[config.mk]
export PLATFORM = sky130hd
export DESIGN_NAME = game_state_ctrl
export DESIGN_NICKNAME = d
export VERILOG_FILES = /design/src/rtl/game_pkg.sv /design/src/rtl/btn_debounce.sv /design/src/rtl/game_state_ctrl.sv
export SDC_FILE = /design/constraint.sdc
export NUM_CORES = 1
export LEC_CHECK = 0
export CAP_MARGIN = 20
export CELL_PAD_IN_SITES_DETAIL_PLACEMENT = 2
export CELL_PAD_IN_SITES_GLOBAL_PLACEMENT = 2
export CORE_MARGIN = 2
export CORE_UTILIZATION = 25
export DETAILED_ROUTE_END_ITERATION = 8
export PLACE_DENSITY = 0.68
export REMOVE_ABC_BUFFERS = 1
export SYNTH_ARGS = -nofsm -noshare
export SYNTH_HDL_FRONTEND = slang
export SYNTH_SLANG_ARGS = --single-unit
[constraint.sdc]
create_clock -name CLK -period 1.7 [get_ports CLK]
set_input_delay 0.34 -clock CLK [delete_from_list [all_inputs] [get_ports CLK]]
set_output_delay 0.34 -clock CLK [all_outputs]
set_load 0.1 [all_outputs]
[src/rtl/game_pkg.sv]
// Shared definitions for the Snake game sequencer and the VGA wrapper.
// Holds the MASTER_STATE encoding, the state typedef and counter widths.
// The package has no ports; importers use game_pkg::*.
package game_pkg;

  // Display-facing game state. The VGA wrapper decodes these same values,
  // so the encoding must not change. 2'd3 is never produced.
  typedef enum logic [1:0] {
    ST_IDLE = 2'd0,
    ST_PLAY = 2'd1,
    ST_WON  = 2'd2
  } state_t;

  // tick_cnt covers TICK_FRAMES up to 255 and won_cnt covers WON_FRAMES up
  // to 1023.
  localparam int TICK_CNT_W = 8;
  localparam int WON_CNT_W  = 10;

  // A start press is only meaningful when no game is running.
  function automatic logic accepts_start(input state_t st);
    return (st == ST_IDLE) || (st == ST_WON);
  endfunction

endpackage

[src/rtl/btn_debounce.sv]
// Level debouncer: dout follows din only after din has differed from dout
// for CYCLES consecutive clocks. Any shorter disagreement restarts the count.
// Ports: clk, rst_n (async, active low), din (already synchronized), dout.
module btn_debounce #(
  parameter int CYCLES = 16
) (
  input  logic clk,
  input  logic rst_n,
  input  logic din,
  output logic dout
);

  localparam int               CNT_W    = (CYCLES > 1) ? $clog2(CYCLES) : 1;
  localparam logic [CNT_W-1:0] CNT_LAST = CNT_W'(CYCLES - 1);

  // Number of consecutive cycles din has already disagreed with dout.
  logic [CNT_W-1:0] cnt;

  always_ff @(posedge clk or negedge rst_n) begin
    if (!rst_n) begin
      cnt  <= '0;
      dout <= 1'b0;
    end else if (din == dout) begin
      // Agreement, including the end of a glitch, restarts the window.
      cnt <= '0;
    end else if (cnt == CNT_LAST) begin
      // This is the CYCLES-th disagreeing cycle: accept the new level.
      cnt  <= '0;
      dout <= din;
    end else begin
      cnt <= cnt + 1'b1;
    end
  end

endmodule

[src/rtl/game_state_ctrl.sv]
// Master game sequencer for the Snake display path: produces MASTER_STATE
// (0 idle, 1 play, 2 won), a one-cycle FRAME_START per VGA frame and the
// per-step TICK. State changes happen only on frame boundaries.
//
// Ports:
//   CLK           system clock shared with the VGA wrapper
//   RESET_N       asynchronous active-low reset
//   VS            VGA vertical sync, active low, synchronous to CLK
//   BTN_START     raw asynchronous start button, active high
//   WIN, LOSE     one-cycle pulses from the game logic
//   MASTER_STATE  registered game state (game_pkg::state_t encoding)
//   TICK          registered one-cycle game-step pulse
//   FRAME_START   registered one-cycle pulse per frame
//
// Build option: define GAME_BTN_DEBOUNCE_EN to insert btn_debounce between
// the button synchronizer and the press edge detector. Without it the
// synchronized level is used directly and DEBOUNCE_CYCLES has no effect.
module game_state_ctrl
  import game_pkg::*;
#(
  parameter int TICK_FRAMES     = 6,
  parameter int WON_FRAMES      = 180,
  parameter int DEBOUNCE_CYCLES = 500000
) (
  input  logic       CLK,
  input  logic       RESET_N,
  input  logic       VS,
  input  logic       BTN_START,
  input  logic       WIN,
  input  logic       LOSE,
  output logic [1:0] MASTER_STATE,
  output logic       TICK,
  output logic       FRAME_START
);

  localparam logic [TICK_CNT_W-1:0] TICK_LAST = TICK_CNT_W'(TICK_FRAMES - 1);
  localparam logic [WON_CNT_W-1:0]  WON_LAST  = WON_CNT_W'(WON_FRAMES - 1);

  // ---------------------------------------------------------------------
  // Frame detection
  // ---------------------------------------------------------------------
  // vs_cur is the latest VS sample, vs_hist the one before it. Both reset
  // high so that leaving reset never looks like a VS falling edge.
  logic vs_cur;
  logic vs_hist;

  always_ff @(posedge CLK or negedge RESET_N) begin
    if (!RESET_N) begin
      vs_cur      <= 1'b1;
      vs_hist     <= 1'b1;
      FRAME_START <= 1'b0;
    end else begin
      vs_cur      <= VS;
      vs_hist     <= vs_cur;
      FRAME_START <= vs_hist & ~vs_cur;
    end
  end

  // ---------------------------------------------------------------------
  // Start button: synchronizer, optional debounce, rising-edge detect
  // ---------------------------------------------------------------------
  logic btn_meta;
  logic btn_sync;
  logic btn_lvl;
  logic btn_lvl_q;
  logic press;

  always_ff @(posedge CLK or negedge RESET_N) begin
    if (!RESET_N) begin
      btn_meta  <= 1'b0;
      btn_sync  <= 1'b0;
      btn_lvl_q <= 1'b0;
    end else begin
      btn_meta  <= BTN_START;
      btn_sync  <= btn_meta;
      btn_lvl_q <= btn_lvl;
    end
  end

`ifdef GAME_BTN_DEBOUNCE_EN
  btn_debounce #(
    .CYCLES (DEBOUNCE_CYCLES)
  ) u_btn_debounce (
    .clk   (CLK),
    .rst_n (RESET_N),
    .din   (btn_sync),
    .dout  (btn_lvl)
  );
`else
  // No debouncer: any non-negative debounce length selects the direct path.
  if (DEBOUNCE_CYCLES >= 0) begin : g_btn_direct
    assign btn_lvl = btn_sync;
  end
`endif

  assign press = btn_lvl & ~btn_lvl_q;

  // ---------------------------------------------------------------------
  // State machine
  // ---------------------------------------------------------------------
  state_t state_q;
  state_t state_nxt;

  logic start_pend;
  logic win_pend;
  logic lose_pend;
  logic start_pend_nxt;
  logic win_pend_nxt;
  logic lose_pend_nxt;

  logic [TICK_CNT_W-1:0] tick_cnt;
  logic [TICK_CNT_W-1:0] tick_cnt_nxt;
  logic [WON_CNT_W-1:0]  won_cnt;
  logic [WON_CNT_W-1:0]  won_cnt_nxt;
  logic                  tick_nxt;

  // State register.
  always_ff @(posedge CLK or negedge RESET_N) begin
    if (!RESET_N) begin
      state_q <= ST_IDLE;
    end else begin
      state_q <= state_nxt;
    end
  end

  // Next state: only evaluated on a frame boundary, using the requests
  // collected during the frame that is just ending.
  always_comb begin
    state_nxt = state_q;
    if (FRAME_START) begin
      case (state_q)
        ST_IDLE: begin
          if (start_pend) state_nxt = ST_PLAY;
        end
        ST_PLAY: begin
          // Losing wins the tie when both arrive in the same frame.
          if (lose_pend)     state_nxt = ST_IDLE;
          else if (win_pend) state_nxt = ST_WON;
        end
        ST_WON: begin
          if (start_pend || (won_cnt == WON_LAST)) state_nxt = ST_IDLE;
        end
        default: state_nxt = ST_IDLE;
      endcase
    end
  end

  // Outputs, counters and pending requests derived from the transition.
  always_comb begin
    tick_cnt_nxt = tick_cnt;
    won_cnt_nxt  = won_cnt;
    tick_nxt     = 1'b0;

    if (FRAME_START) begin
      // Steady play frame: advance the step counter, tick on wrap.
      if ((state_q == ST_PLAY) && (state_nxt == ST_PLAY)) begin
        if (tick_cnt == TICK_LAST) begin
          tick_cnt_nxt = '0;
          tick_nxt     = 1'b1;
        end else begin
          tick_cnt_nxt = tick_cnt + 1'b1;
        end
      end
      // Entering play restarts step pacing; the entry frame never ticks.
      if ((state_q == ST_IDLE) && (state_nxt == ST_PLAY)) begin
        tick_cnt_nxt = '0;
      end
      if ((state_q == ST_PLAY) && (state_nxt == ST_WON)) begin
        won_cnt_nxt = '0;
      end
      if ((state_q == ST_WON) && (state_nxt == ST_WON)) begin
        won_cnt_nxt = won_cnt + 1'b1;
      end
    end

    // Flags clear on the boundary, but an event in the boundary cycle
    // itself is kept and applies to the following frame.
    start_pend_nxt = (FRAME_START ? 1'b0 : start_pend)
                   | (press & accepts_start(state_q));
    win_pend_nxt   = (FRAME_START ? 1'b0 : win_pend)
                   | (WIN & (state_q == ST_PLAY));
    lose_pend_nxt  = (FRAME_START ? 1'b0 : lose_pend)
                   | (LOSE & (state_q == ST_PLAY));
  end

  always_ff @(posedge CLK or negedge RESET_N) begin
    if (!RESET_N) begin
      start_pend <= 1'b0;
      win_pend   <= 1'b0;
      lose_pend  <= 1'b0;
      tick_cnt   <= '0;
      won_cnt    <= '0;
      TICK       <= 1'b0;
    end else begin
      start_pend <= start_pend_nxt;
      win_pend   <= win_pend_nxt;
      lose_pend  <= lose_pend_nxt;
      tick_cnt   <= tick_cnt_nxt;
      won_cnt    <= won_cnt_nxt;
      TICK       <= tick_nxt;
    end
  end

  assign MASTER_STATE = state_q;

endmodule

==> flow_metrics.py, run 1 <==
metrics = {
    "outcome": {
        "outcome": "finished clean",
    },
    "die": {
        "core.rowCount": 28,
        "dieArea_um2": 6640,
        "core_um2": 5850,
        "initial_core_util_pct": 25.6,
        "ios": 10,
        "die_w_um": 81.5,
        "die_h_um": 81.5,
    },
    "critical_path": {
        "reg2reg_slack_ps": 30,
        "r2r-start": "MASTER_STATE[1]",
        "startpoint_type": "flop",
        "crit_buf_inv": 0,
        "timing.rr.end": "won_cnt[5]",
        "crit_chain": "and4bb_2, o211ai_1, or4_4, a21oi_2",
        "cp.arrival_ps": 1880,
        "cp_slowest_cell": "or4_4",
        "path_delay_family": "simple AND/OR/NAND/NOR gates",
        "critPathKind": "flop to flop",
        "worst_r2r_path_depth": 4,
        "required_ps": 1910,
        "crit_fanout": 6,
        "cp-end-kind": "flop",
        "cp_slowest_stage_delay_ps": 530,
    },
    "global_routing": {
        "grt_overflow_total": 0,
        "grt.total_usage_pct": 14.8,
        "first_global_vias": 1515,
        "antenna_found_initial": 0,
        "grt_max_degree": 31,
        "grt_pass1_wl_mm": 7.29,
    },
    "power_and_ir_drop": {
        "seqPwrFrac_pct": 35.2,
        "power.total_mw": 2.72,
        "power_frac_comb_pct": 42.6,
        "power-per-cell-area_nw_per_um2": 1340,
        "leakagePower_nw": 0.882,
        "max-vdd-ir-drop_v": 0.000874,
        "p_int_mw": 1.67,
        "p_sw_share_pct": 38.4,
        "p_sw_mw": 1.05,
        "p_clk_share_pct": 22.2,
    },
    "synth": {
        "synth_async_sr_flop_share_pct": 100,
        "synth_area_leaders": "dfrtp_1, dfstp_2, o21ai_0",
        "synth_area_leader_cell": "dfrtp_1",
        "synth_enable_flop_cells": 0,
        "yosysWarningCount": 0,
        "ys_seq_area_share_pct": 50.2,
        "syn_inst": 149,
        "synth_top_cell_area_share_pct": 46.7,
        "synth.distinct_cells": 40,
        "avgSynthCellArea_um2": 10.1,
        "synth.ff_latch_count": 30,
        "synth_top_flop_cell": "dfrtp_1",
        "syn_area_um2": 1500,
    },
    "placement": {
        "dp_slack_ps": -79.4,
        "port_buffers": 9,
        "dp_hpwl_mm": 3.12,
        "gp_congestion": 0.794,
        "placedCellCount": 245,
    },
    "final_layout": {
        "num-fill-cells": 632,
        "drive_gt1_share_pct": 31.7,
        "layout.cells.non_filler": 258,
        "n_antenna_cell": 0,
        "fin_nets": 191,
        "area_growth_pct": 35.7,
    },
    "sta": {
        "fin_crit_ps": 1670,
        "skew_ps": 6.51,
        "slew_headroom_pct": 73.8,
        "layout_setup_ws_ps": 30.6,
        "timing.final.crit_share_pct": 98.2,
        "hold_viol": 0,
        "rsz0062_at_grt": "yes",
        "fin_hold_ws_ps": 363,
        "max_freq_ghz": 0.599,
        "tns_ps": 0,
        "tightest_slew_ps": 391,
        "setup_viol": 0,
        "slew_viol_final": 0,
    },
    "clock_network": {
        "tritoncts.num_buffers": 5,
        "clk_path_buf_depth": 2,
        "holdBufCountCts": 0,
        "cts_tree": "built",
        "htree_levels": 2,
        "clock_sinks": 30,
        "clk_latency_ps": 280,
        "clk_pin_slew_ps": 70,
        "clock-root-buffer": "clkbuf_8",
    },
    "drt": {
        "via_count": 1298,
        "ant_nets": 0,
        "drt_pass1_iterations": 4,
        "drt-total-wl_mm": 4.32,
        "via_per_inst": 5.03,
        "drtIter0Drc": 20,
        "wl_per_cell_um": 16.7,
        "drc": 0,
    },
    "min_path": {
        "whs_path_depth": 0,
        "hp-start": "btn_meta",
        "hold_path_class": "flop to flop",
        "min_to": "btn_lvl",
    },
    "run": {
        "cap_viol_max_count": 0,
    },
}
==> synthesized netlist by cell type, drive strengths merged, types with 2 or more instances <==
cell type,instances
ha,3
nor3b,2
inv,9
nand4,5
o21ai,10
nor3,3
nand2b,2
a211oi,2
or4,4
xor2,2
xnor2,3
nor2b,4
a21oi,9
nand2,11
and4b,2
and3,6
clkbuf,4
o211ai,4
nor2,9
dfstp,2
dfrtp,28
nand3,4
o31ai,4
mux2,2
o22ai,2
==> stage by stage <==
stage | util (%) | area, um2
finish | 34.8 | 2040
global route | 34.8 | 2040
CTS | 33.7 | 1970
detailed placement | 31.2 | 1830
global placement | 31.2 | 1830
floorplan | - | 1480
==> cell usage in the layout, fill, tap and decap left out, drive strengths merged, types with 5 or more instances in the layout <==
cell / Yosys / layout
nor2: 9 / 9
nand4: 5 / 5
a21oi: 9 / 9
dfrtp: 28 / 28
nand2: 11 / 11
buf: 0 / 25
o21ai: 10 / 10
clkbuf: 4 / 6
clkdlybuf4s50: 0 / 5
inv: 9 / 9
and3: 6 / 6
==> power groups by stage <==
stage	registers (mW)	clock network (mW)	logic, mW
finish	0.957	0.603	1.16
global route	0.976	0.663	1.27
CTS	0.952	0.640	1.13
detailed placement	0.977	0	1.03
global placement	0.955	0	0.993
floorplan	1.14	0	0.370
==> area by class of cell <==
| cell class | count | area [um2] | area share, % |
|---|---|---|---|
| multi-input combinational | 106 | 769 | 37.8 |
| sequential | 30 | 756 | 37.1 |
| timing repair buffer | 30 | 288 | 14.1 |
| tap | 75 | 93.8 | 4.61 |
| clock buffer | 6 | 82.6 | 4.06 |
| inverter | 9 | 33.8 | 1.66 |
| clock inverter | 2 | 12.5 | 0.615 |
==> worst max-delay path by stage <==
| stage | slack [ps] | startpoint | endpoint | cells after the start |
|---|---|---|---|---|
| after global routing | -80 | MASTER_STATE[1] | won_cnt[5] | 4 |
| after CTS | -40 | MASTER_STATE[1] | won_cnt[7] | 4 |
| after detailed placement | -80 | MASTER_STATE[1] | won_cnt[7] | 4 |
| after floorplan | -600 | FRAME_START | tick_cnt[7] | 4 |
| final | 30 | MASTER_STATE[1] | won_cnt[5] | 4 |
| after global placement | 50 | MASTER_STATE[1] | won_cnt[9] | 4 |
==> state kept, by name, summed over array words and instances, names as in the netlist <==
| register | cells |
|---|---|
| won_cnt | 10 |
| tick_cnt | 8 |
| MASTER_STATE | 2 |
| FRAME_START | 1 |
| TICK | 1 |
| btn_lvl | 1 |
| btn_lvl_q | 1 |
| btn_meta | 1 |
| lose_pend | 1 |
| start_pend | 1 |
| vs_cur | 1 |
| vs_hist | 1 |
| win_pend | 1 |
==> kinds of logic after synthesis <==
| family | Yosys count | synth area share (%) |
|---|---|---|
| AOI/OAI and AO/OA | 38 | 16.3 |
| xor gates and xnor gates | 5 | 2.92 |
| adders and majority gates | 3 | 2.50 |
| buffers and inverters | 13 | 3.34 |
| DFF | 30 | 50.2 |
| muxes | 2 | 1.50 |
| and+or+nand+nor | 58 | 23.3 |
==> layer usage <==
metal  GRT usage (%)  up-vias  routed length (um)
met2            27.0       11                2400
li1                -      612                   -
met1            16.1      668                1760
met3            3.63        7                  90
met5               0        -                   0
met4            6.95        0                  76
==> worst register-to-register path: stages, from the launching register on <==
cell and delay (ps):
dfrtp_2 430, and4bb_2 320, o211ai_1 170, or4_4 530, a21oi_2 150
==> timing repair <==
item                       CTS  global route
setup endpoints to repair   10            15
pin swaps                    3             8
buffers inserted             5             0
gates resized for setup      5            15
(Power assumes the default switching activity.)
==> run 2, diff against run 1 <==
Settings changed: HOLD_SLACK_MARGIN set to 0.03, PLACE_DENSITY 0.68 to 0.64.
Clock period 1.7 ns to 1.6 ns, I/O delays scaled along.
==> flow_metrics.py, run 2 (synthesis results as in run 1) <==
metrics = {
    "sta": {
        "max_freq_ghz": 0.573,
        "timing.final.crit_share_pct": 109,
        "fin_crit_ps": 1750,
        "rsz0062_at_grt": "yes",
        "tns_ps": -378,
        "setup_viol": 5,
        "fin_hold_ws_ps": 352,
        "tightest_slew_ps": 424,
        "hold_viol": 0,
        "slew_headroom_pct": 71.6,
        "skew_ps": 5.07,
        "slew_viol_final": 0,
        "layout_setup_ws_ps": -146,
    },
    "critical_path": {
        "r2r-start": "MASTER_STATE[1]",
        "crit_fanout": 5,
        "cp.arrival_ps": 1960,
        "cp_slowest_stage_delay_ps": 600,
        "critPathKind": "flop to flop",
        "crit_chain": "and4bb_2, o211ai_1, or4_4, a21oi_2",
        "startpoint_type": "flop",
        "required_ps": 1820,
        "crit_start": "MASTER_STATE[1]",
        "cp-end-kind": "flop",
        "cp_slowest_cell": "or4_4",
    },
    "global_routing": {
        "antenna_found_initial": 0,
        "grt_max_degree": 31,
        "grt_pass1_wl_mm": 7.92,
        "grt_overflow_total": 0,
        "first_global_vias": 1514,
        "grt.total_usage_pct": 16.2,
    },
    "drt": {
        "via_count": 1365,
        "drc": 0,
        "ant_nets": 0,
        "drt-total-wl_mm": 5.10,
        "via_per_inst": 5.02,
        "drtIter0Drc": 45,
        "drt_pass1_iterations": 4,
        "wl_per_cell_um": 18.8,
    },
    "placement": {
        "placed_cell_area_um2": 1920,
        "port_buffers": 9,
        "dp_slack_ps": -136,
        "placedCellCount": 255,
        "gp_congestion": 0.770,
        "dp_hpwl_mm": 3.40,
    },
    "final_layout": {
        "area_growth_pct": 50.2,
        "largest_register_ff_count": 10,
        "post-route-util_pct": 38.5,
        "drive_gt1_share_pct": 40.6,
        "layout_commonest_cell": "buf_4",
        "n_antenna_cell": 0,
        "finalInstanceArea_um2": 2250,
        "layout.cells.non_filler": 272,
        "final_cell_mix": "buf_4, dfrtp_1, nor2_1, nand2_1, o21ai_0",
        "largest-register": "won_cnt",
        "fin_nets": 205,
    },
    "clock_network": {
        "htree_levels": 2,
        "clk_latency_ps": 290,
        "clk_pin_slew_ps": 70,
        "clock_sinks": 30,
        "clock-root-buffer": "clkbuf_8",
        "holdBufCountCts": 0,
        "cts_tree": "built",
        "tritoncts.num_buffers": 5,
        "clk_path_buf_depth": 2,
    },
    "outcome": {
        "outcome": "complete, but fails checks",
        "violations": "negative setup slack",
    },
    "power_and_ir_drop": {
        "leakagePower_nw": 0.959,
        "power-per-cell-area_nw_per_um2": 1470,
        "max-vdd-ir-drop_v": 0.00102,
        "power.total_mw": 3.30,
    },
    "die": {
        "dieArea_um2": 6640,
        "initial_core_util_pct": 25.6,
        "core.rowCount": 28,
        "die_w_um": 81.5,
        "die_h_um": 81.5,
        "core_um2": 5850,
        "ios": 10,
    },
    "min_path": {
        "hold_path_class": "flop to flop",
        "hp-start": "btn_meta",
    },
    "run": {
        "cap_viol_max_count": 0,
    },
}
run 2: timing repair:
item | CTS | global route
endpoints found under the hold margin | 0 | 0
pin swaps | 12 | 11
resized for setup | 15 | 25
endpoints found under the setup margin | 15 | 18
setup buffers | 2 | 7
run 2: final timing paths:
kind	end	slack, ps	cells after the start
max	won_cnt[5]	-150	4
min	btn_lvl	350	0
max reg2reg	won_cnt[5]	-150	4
min reg2reg	btn_lvl	350	0
max in group asynchronous	vs_hist	950	2
min in group asynchronous	won_cnt[7]	400	2
run 2: worst max-delay path, delay by kind of cell (launching register included):
family,cells,cell delay (ps)
AOI/OAI and AO/OA,2,320
DFF,1,420
and+or+nand+nor,2,930
run 2: cell type report:
class,count,area (um2)
clock buffer,7,86.3
tap,75,93.8
clock inverter,1,5.00
fill,609,3600
sequential,30,754
timing repair buffer,44,433
multi-input combinational,106,843
inverter,9,37.5
run 2: per-layer routing:
| layer | vias up | part of all wire (%) | GRT usage, % |
|---|---|---|---|
| li1 | 641 | - | - |
| met1 | 699 | 39 | 17.8 |
| met2 | 18 | 57 | 31.1 |
| met3 | 7 | 2.7 | 3.30 |
| met4 | 0 | 1.2 | 4.58 |
| met5 | - | 0 | 0 |
run 2: where the power goes:
| group | total, mW | internal, mW | switching (mW) |
|---|---|---|---|
| clock network | 0.645 | 0.347 | 0.299 |
| registers | 0.999 | 0.878 | 0.121 |
| logic | 1.66 | 0.801 | 0.856 |
| total | 3.30 | 2.03 | 1.28 |
